[src/rtl/fp_mul_result_queue_if.sv]
// Bundles the request, multiplier and response signals of fp_mul_result_queue.
// slave is the queue side and master is the side that offers requests and owns the multiplier.
interface fp_mul_result_queue_if #(
  parameter int TOKEN_W = 1
);
  // Handshakes: a transfer happens on a rising edge where valid && ready are both high.
  // The producer holds valid and its payload steady until that transfer.
  // The consumer may raise or drop ready freely, and ready never depends on valid.
  logic               req_valid;
  logic               req_ready;
  logic [TOKEN_W-1:0] req_token;
  logic [31:0]        req_a;
  logic [31:0]        req_b;

  logic [TOKEN_W-1:0] mul_in_0;
  logic [31:0]        mul_in_1;
  logic [31:0]        mul_in_2;
  logic [TOKEN_W-1:0] mul_out_0;
  logic [31:0]        mul_out_1;

  logic               rsp_valid;
  logic               rsp_ready;
  logic [TOKEN_W-1:0] rsp_token;
  logic [31:0]        rsp_data;

  modport slave (
    input  req_valid, req_token, req_a, req_b,
    output req_ready,
    output mul_in_0, mul_in_1, mul_in_2,
    input  mul_out_0, mul_out_1,
    output rsp_valid, rsp_token, rsp_data,
    input  rsp_ready
  );

  modport master (
    output req_valid, req_token, req_a, req_b,
    input  req_ready,
    input  mul_in_0, mul_in_1, mul_in_2,
    output mul_out_0, mul_out_1,
    input  rsp_valid, rsp_token, rsp_data,
    output rsp_ready
  );
endinterface

[src/rtl/fp_mul_result_queue.sv]
// Credit-controlled issue and in-order result FIFO around a fixed-latency FPMul32.
// Define FP_MUL_RESULT_QUEUE_FTZ_EN to flush denormal results to signed zero on capture.
module fp_mul_result_queue #(
  parameter int tokenWidth = 1,
  parameter int latency    = 11,
  parameter int depth      = 16
) (
  input  logic                    clock,
  input  logic                    reset,
  fp_mul_result_queue_if.slave    bus,
  output logic [$clog2(depth):0]  dbg_free
);
  localparam int PTR_W   = $clog2(depth);
  localparam int ENTRY_W = tokenWidth + 32;
  localparam logic [PTR_W:0] PTR_ONE   = (PTR_W + 1)'(1);
  localparam logic [PTR_W:0] FREE_INIT = (PTR_W + 1)'(depth);

  logic [PTR_W:0]       free_q, free_d;
  logic [PTR_W:0]       wr_ptr_q, wr_ptr_d;
  logic [PTR_W:0]       rd_ptr_q, rd_ptr_d;
  logic [latency-1:0]   vpipe_q, vpipe_d;
  logic [ENTRY_W-1:0]   mem_q [depth];

  logic                 req_ready;
  logic                 issue;
  logic                 pop;
  logic                 capture;
  logic                 empty;
  logic                 full;
  logic [31:0]          cap_res;
  logic [ENTRY_W-1:0]   cap_entry;
  logic [ENTRY_W-1:0]   head;
  logic [PTR_W-1:0]     wr_idx;
  logic [PTR_W-1:0]     rd_idx;

  assign wr_idx = wr_ptr_q[PTR_W-1:0];
  assign rd_idx = rd_ptr_q[PTR_W-1:0];

  assign empty = (wr_ptr_q == rd_ptr_q);
  assign full  = (wr_idx == rd_idx) && (wr_ptr_q[PTR_W] != rd_ptr_q[PTR_W]);

  // A credit covers a slot from issue until its result is popped, so capture always has room.
  assign req_ready = reset && (free_q != '0);
  assign issue     = bus.req_valid && req_ready;
  assign pop       = bus.rsp_valid && bus.rsp_ready;
  assign capture   = vpipe_q[0];

  always_comb begin
    cap_res = bus.mul_out_1;
`ifdef FP_MUL_RESULT_QUEUE_FTZ_EN
    if ((cap_res[30:23] == 8'h00) && (cap_res[22:0] != 23'h0)) begin
      cap_res = {cap_res[31], 31'h0};
    end
`endif
    cap_entry = {bus.mul_out_0, cap_res};
  end

  always_comb begin
    vpipe_d = vpipe_q >> 1;
    vpipe_d[latency-1] = issue;

    free_d = free_q;
    case ({issue, pop})
      2'b10:   free_d = free_q - PTR_ONE;
      2'b01:   free_d = free_q + PTR_ONE;
      default: free_d = free_q;
    endcase

    wr_ptr_d = capture ? (wr_ptr_q + PTR_ONE) : wr_ptr_q;
    rd_ptr_d = pop ? (rd_ptr_q + PTR_ONE) : rd_ptr_q;
  end

  always_ff @(posedge clock or negedge reset) begin
    if (!reset) begin
      free_q   <= FREE_INIT;
      wr_ptr_q <= '0;
      rd_ptr_q <= '0;
      vpipe_q  <= '0;
    end else begin
      free_q   <= free_d;
      wr_ptr_q <= wr_ptr_d;
      rd_ptr_q <= rd_ptr_d;
      vpipe_q  <= vpipe_d;
    end
  end

  // Storage needs no reset: the pointers alone decide which entries are live.
  always_ff @(posedge clock) begin
    if (capture) begin
      mem_q[wr_idx] <= cap_entry;
    end
  end

  assign head = mem_q[rd_idx];

  assign bus.req_ready = req_ready;
  assign bus.mul_in_0  = issue ? bus.req_token : '0;
  assign bus.mul_in_1  = issue ? bus.req_a : 32'h0;
  assign bus.mul_in_2  = issue ? bus.req_b : 32'h0;

  assign bus.rsp_valid = !empty;
  assign bus.rsp_token = empty ? '0 : head[ENTRY_W-1:32];
  assign bus.rsp_data  = empty ? 32'h0 : head[31:0];

  assign dbg_free = free_q;

  a_no_capture_when_full: assert property (@(posedge clock) disable iff (!reset)
    capture |-> !full);
  a_free_bounded: assert property (@(posedge clock) disable iff (!reset)
    free_q <= FREE_INIT);
endmodule
[src/flat_wrapper.sv]
// flat-port wrapper written by rule: the top's interface ports become plain ports
module fp_mul_result_queue_flat 
#(
  parameter int tokenWidth = 1,
  parameter int latency    = 11,
  parameter int depth      = 16
)
  (clock, reset, dbg_free, bus_req_valid, bus_req_token, bus_req_a, bus_req_b, bus_req_ready, bus_mul_in_0, bus_mul_in_1, bus_mul_in_2, bus_mul_out_0, bus_mul_out_1, bus_rsp_valid, bus_rsp_token, bus_rsp_data, bus_rsp_ready);
  fp_mul_result_queue_if bus_i ();
  input  logic clock;
  input  logic reset;
  output logic [$clog2(depth):0] dbg_free;
  input wire logic [$bits(bus_i.req_valid)-1:0] bus_req_valid;
  input wire logic [$bits(bus_i.req_token)-1:0] bus_req_token;
  input wire logic [$bits(bus_i.req_a)-1:0] bus_req_a;
  input wire logic [$bits(bus_i.req_b)-1:0] bus_req_b;
  output wire logic [$bits(bus_i.req_ready)-1:0] bus_req_ready;
  output wire logic [$bits(bus_i.mul_in_0)-1:0] bus_mul_in_0;
  output wire logic [$bits(bus_i.mul_in_1)-1:0] bus_mul_in_1;
  output wire logic [$bits(bus_i.mul_in_2)-1:0] bus_mul_in_2;
  input wire logic [$bits(bus_i.mul_out_0)-1:0] bus_mul_out_0;
  input wire logic [$bits(bus_i.mul_out_1)-1:0] bus_mul_out_1;
  output wire logic [$bits(bus_i.rsp_valid)-1:0] bus_rsp_valid;
  output wire logic [$bits(bus_i.rsp_token)-1:0] bus_rsp_token;
  output wire logic [$bits(bus_i.rsp_data)-1:0] bus_rsp_data;
  input wire logic [$bits(bus_i.rsp_ready)-1:0] bus_rsp_ready;
  assign bus_i.req_valid = bus_req_valid;
  assign bus_i.req_token = bus_req_token;
  assign bus_i.req_a = bus_req_a;
  assign bus_i.req_b = bus_req_b;
  assign bus_req_ready = bus_i.req_ready;
  assign bus_mul_in_0 = bus_i.mul_in_0;
  assign bus_mul_in_1 = bus_i.mul_in_1;
  assign bus_mul_in_2 = bus_i.mul_in_2;
  assign bus_i.mul_out_0 = bus_mul_out_0;
  assign bus_i.mul_out_1 = bus_mul_out_1;
  assign bus_rsp_valid = bus_i.rsp_valid;
  assign bus_rsp_token = bus_i.rsp_token;
  assign bus_rsp_data = bus_i.rsp_data;
  assign bus_i.rsp_ready = bus_rsp_ready;
  fp_mul_result_queue #(.tokenWidth(tokenWidth), .latency(latency), .depth(depth)) u_core (.clock(clock), .reset(reset), .bus(bus_i), .dbg_free(dbg_free));
endmodule
[config.mk]
export PLATFORM = sky130hd
export DESIGN_NAME = fp_mul_result_queue_flat
export DESIGN_NICKNAME = d
export VERILOG_FILES = /design/src/rtl/fp_mul_result_queue_if.sv /design/src/rtl/fp_mul_result_queue.sv /design/src/flat_wrapper.sv
export SDC_FILE = /design/constraint.sdc
export NUM_CORES = 1
export LEC_CHECK = 0
export ABC_CLOCK_PERIOD_IN_PS = 8510
export BUFFER_PORTS_ARGS = -buffer_cell sky130_fd_sc_hd__buf_4
export CAP_MARGIN = 30
export CORE_ASPECT_RATIO = 0.75
export CORE_UTILIZATION = 33
export CTS_BUF_LIST = sky130_fd_sc_hd__clkbuf_8
export CTS_CLUSTER_SIZE = 28
export DETAILED_ROUTE_END_ITERATION = 10
export GPL_TIMING_DRIVEN = 0
export MAX_ROUTING_LAYER = met4
export PLACE_DENSITY = 0.61
export SETUP_SLACK_MARGIN = 0.02
export SYNTH_ARGS = -nofsm -noshare
export SYNTH_HDL_FRONTEND = slang
export SYNTH_SLANG_ARGS = --single-unit
[constraint.sdc]
create_clock -name clock -period 8.51 [get_ports clock]
set_input_delay 1.702 -clock clock [delete_from_list [all_inputs] [get_ports clock]]
set_output_delay 1.702 -clock clock [all_outputs]
set_load 0.1 [all_outputs]
==> impl_summary.md <==
Place
The congestion estimate from routability-driven global placement came to 0.8011. The number of I/O port buffers is 205. After legalization and detailed placement, the total HPWL measured 33,920 µm.

STA
The max-slew violation total from the final report is 0. The slew at the pin with the worst max-slew slack is 0.8849 ns. The total of endpoints with negative setup slack in the final report is 0. The maximum clock rate is 0.1985 GHz. Setup repair after global routing left no endpoint under its margin. The minimum clock period after layout is 5.039 ns.

The normalized max-slew margin is 40.86%. In the final timing run, aggregate negative setup slack is 0 ns. The fraction of the cycle the final worst path needs is 59.21%. The final count of hold timing violations was 0.

The clock skew is 0.02788 ns.

Detailed routing
Dividing the detail-routed wire length by the instance count gives 22.47 µm. Detailed routing inserted a total of 11,160 vias. The amount of wire on met2 after detailed routing is 23,870 µm.

Before antenna repair, the detailed router went through 5 iterations. The remaining routing DRC violations is 0. In this run the remaining antenna-violating nets after routing total 0. The total wire length after detailed routing is 50,570 µm.

In this run the top signal layer used is met4. The length of routed met3 wiring is 3276 µm. The DRC violation total after the first TritonRoute iteration is 913. The via count normalized by instance count is 4.959. In the final routing, the length of wire on met1 measures 22,490 µm.

Global route
The initial antenna violation count is 2. Global routing used 15.85% of the available tracks. The pin count of the biggest net entering global routing is 28.

The via count of the first global-routing pass came to 11,860. Global routing finished with a remaining overflow of 0. The wire length of the first global-routing pass is 74,830 µm.

CTS
TritonCTS built the clock tree. In this run, post-CTS repair resized a total of 0 instances. The later pin in the worst-skew pair is clocked with a latency of 0.65 ns.

Clock tree synthesis inserted a total of 83 buffers. The clock drives 554 sinks. After clock tree synthesis, the setup repair step added 0 buffers. After clock tree synthesis, the clock-pin slew on the worst setup and hold paths is 0.06 ns. The CTS root buffer is clkbuf_8. Buffers inserted to repair hold after CTS numbered 0. The H-tree generated during clock tree synthesis spans 3 levels. Counting along the longest clock path gives a buffer depth of 3.

Floorplanning
The initial core utilization is 33.62%. The total area inside the core boundary comes to 64,060 µm². The floorplan step set the die width to 297.0 µm.

The initialized floorplan defines 80 standard-cell rows. The die covers 66,300 µm². For this design the top-level I/O count stands at 207. The floorplan die height is 223.2 µm.

Worst setup path
The critical path in this run is classified as reg2out. Data arrives at the worst endpoint at 3.34 ns. Of all nets on the critical path, the largest fanout is 10. The element type at the critical path start is a register. At the worst endpoint, the required time is 6.81 ns. STA classifies the critical path endpoint as a primary output.

Layout
The layout overhead on the synthesized area is 21.44%. In the final layout, the multi-input gates occupy 4757 µm². The layout cell share with drive strength beyond 1 is 36.60%. The number of nets in the finished design is 1,437.

The final-layout fill cell count is 5,780. The area used by sequential logic in the layout is 16,510 µm².

Synth
The number of different library cells used by synthesis comes to 32. The average size of a mapped cell is 21.28 µm². The number of warnings printed during yosys synthesis is 0.

Counting every net in the synthesized netlist gives 1,124. The gate count of the mapped netlist is 1,012. The cell area after synthesis is 21,540 µm². The share of the Yosys chip area taken by registers is 76.64%. The synthesized design contains 554 register bits.

Run status
The flow ran to the end, and the final reports show no timing, DRC or antenna violations.

Power
The total power after layout is 9344 µW. Summed over all cells, the static leakage comes to 0.008996 µW. IR analysis of the VDD net gives a maximum drop of 0.0002959 V.

The total power per unit cell area is 357.2 nW/µm².

Run
Across the run, the number of max-cap violations was 0.

Worst hold path
The class of the most critical hold timing path is reg2reg.
## flip-flops by register name, summed over array words and instances (netlist names)
signal           flops
u_core.mem_q       528
u_core.vpipe_q      11
u_core.dbg_free      5
u_core.rd_ptr_q      5
u_core.wr_ptr_q      5
## worst max-delay path, stage by stage (launching register included)
cell	delay, ns
dfrtp_1	0.32
clkbuf_2	0.20
and2_1	0.14
clkbuf_1	0.34
clkbuf_1	0.68
a22oi_1	0.26
a21oi_1	0.39
buf_4	0.36
## synth_stat cells
master	number	area (µm²)
a21oi_1	38	190.2
inv_1	5	18.77
mux4_2	132	2973
nand2b_1	5	31.28
o21a_1	1	7.510
buf_6	11	123.9
edfxtp_1	528	15860
nor3_2	1	10.01
or4_1	1	7.510
xnor2_1	5	43.79
ha_1	9	112.6
nor2_1	18	67.56
a21o_1	2	15.01
fa_1	1	20.02
a22oi_1	66	495.5
mux2i_1	1	10.01
o21ai_0	3	15.01
clkbuf_1	33	123.9
clkbuf_2	1	5.000
dfrtp_1	25	625.6
mux2_2	2	22.52
and2_1	3	18.77
nor3_1	2	10.01
a21boi_1	1	7.510
nand4_1	3	18.77
buf_2	22	110.1
nor2b_1	2	12.51
and3_1	65	406.6
nand2_1	11	41.29
buf_1	2	7.510
xor2_1	12	105.1
dfstp_2	1	26.28
## where the power goes
part / switching (µW) / internal, µW
sequential: 56.4 / 3160
clock: 985 / 928
combinational: 2980 / 1230
total: 4020 / 5320
## placed cells by master (no fill, tap or decap), drive strengths merged
cell	count
a21boi	1
a21o	2
a21oi	38
a22oi	66
and2	3
and3	65
buf	263
clkbuf	119
clkinv	29
clkinvlp	3
dfrtp	25
dfstp	1
diode	2
edfxtp	528
fa	1
ha	9
inv	36
mux2	2
mux2i	1
mux4	132
nand2	11
nand2b	5
nand4	3
nor2	18
nor2b	2
nor3	3
o21a	1
o21ai	3
or4	1
xnor2	5
xor2	12
## layer usage
metal  GRT usage [%]  vias to the layer above
met3           3.438                       71
met1           21.07                     5780
met4           4.490                        0
met2           24.59                      437
li1                -                     4874
met5               -                        -
## area by class of cell
class / instances / area share [%]
antenna: 2 / 0.01913
buffer: 69 / 1.416
clock buffer: 85 / 4.473
clock inverter: 63 / 1.033
inverter: 5 / 0.07175
multi-input combinational: 384 / 18.19
sequential: 554 / 63.11
tap: 861 / 4.119
timing repair buffer: 228 / 7.572
## final timing paths
check / from / slack [ns] / depth (start not counted) / to
worst min-delay path: u_core.vpipe_q[10] / 0.35 / 0 / u_core.vpipe_q[9]
worst min register to register: u_core.vpipe_q[10] / 0.35 / 0 / u_core.vpipe_q[9]
worst max register to register: u_core.dbg_free[0] / 5.40 / 12 / u_core.dbg_free[4]
max in group asynchronous: reset / 7.23 / 1 / u_core.dbg_free[4]
min in group asynchronous: reset / 0.98 / 1 / u_core.dbg_free[3]
worst max-delay path: u_core.rd_ptr_q[3] / 3.47 / 7 / bus_rsp_data[29]
## logic make-up after synthesis
group                      count (synthesis)  share of synthesized area (%)
and+or+nand+nor                          111                          2.899
buffers and inverters                     74                          1.807
adders and majority gates                 10                         0.6158
DFF                                      554                          76.64
AOI/OAI and AO/OA                        111                          3.393
xor gates and xnor gates                  17                         0.6913
muxes                                    135                          13.95
## per-stage QoR
step | hold slack [ns] | instance area (µm²) | worst slack, ns | util (%) | instances
after floorplan | 0.3312 | 21540 | 3.035 | - | 1012
after global placement | 0.3366 | 24150 | 2.271 | 37.71 | 2078
after detailed placement | 0.3362 | 24710 | 3.574 | 38.57 | 2101
after CTS | 0.3554 | 26150 | 3.370 | 40.82 | 2249
after global routing | 0.3622 | 26160 | 3.254 | 40.83 | 2251
final | 0.3517 | 26160 | 3.471 | 40.83 | 2251
No activity file was read; power rests on OpenSTA's default activity.
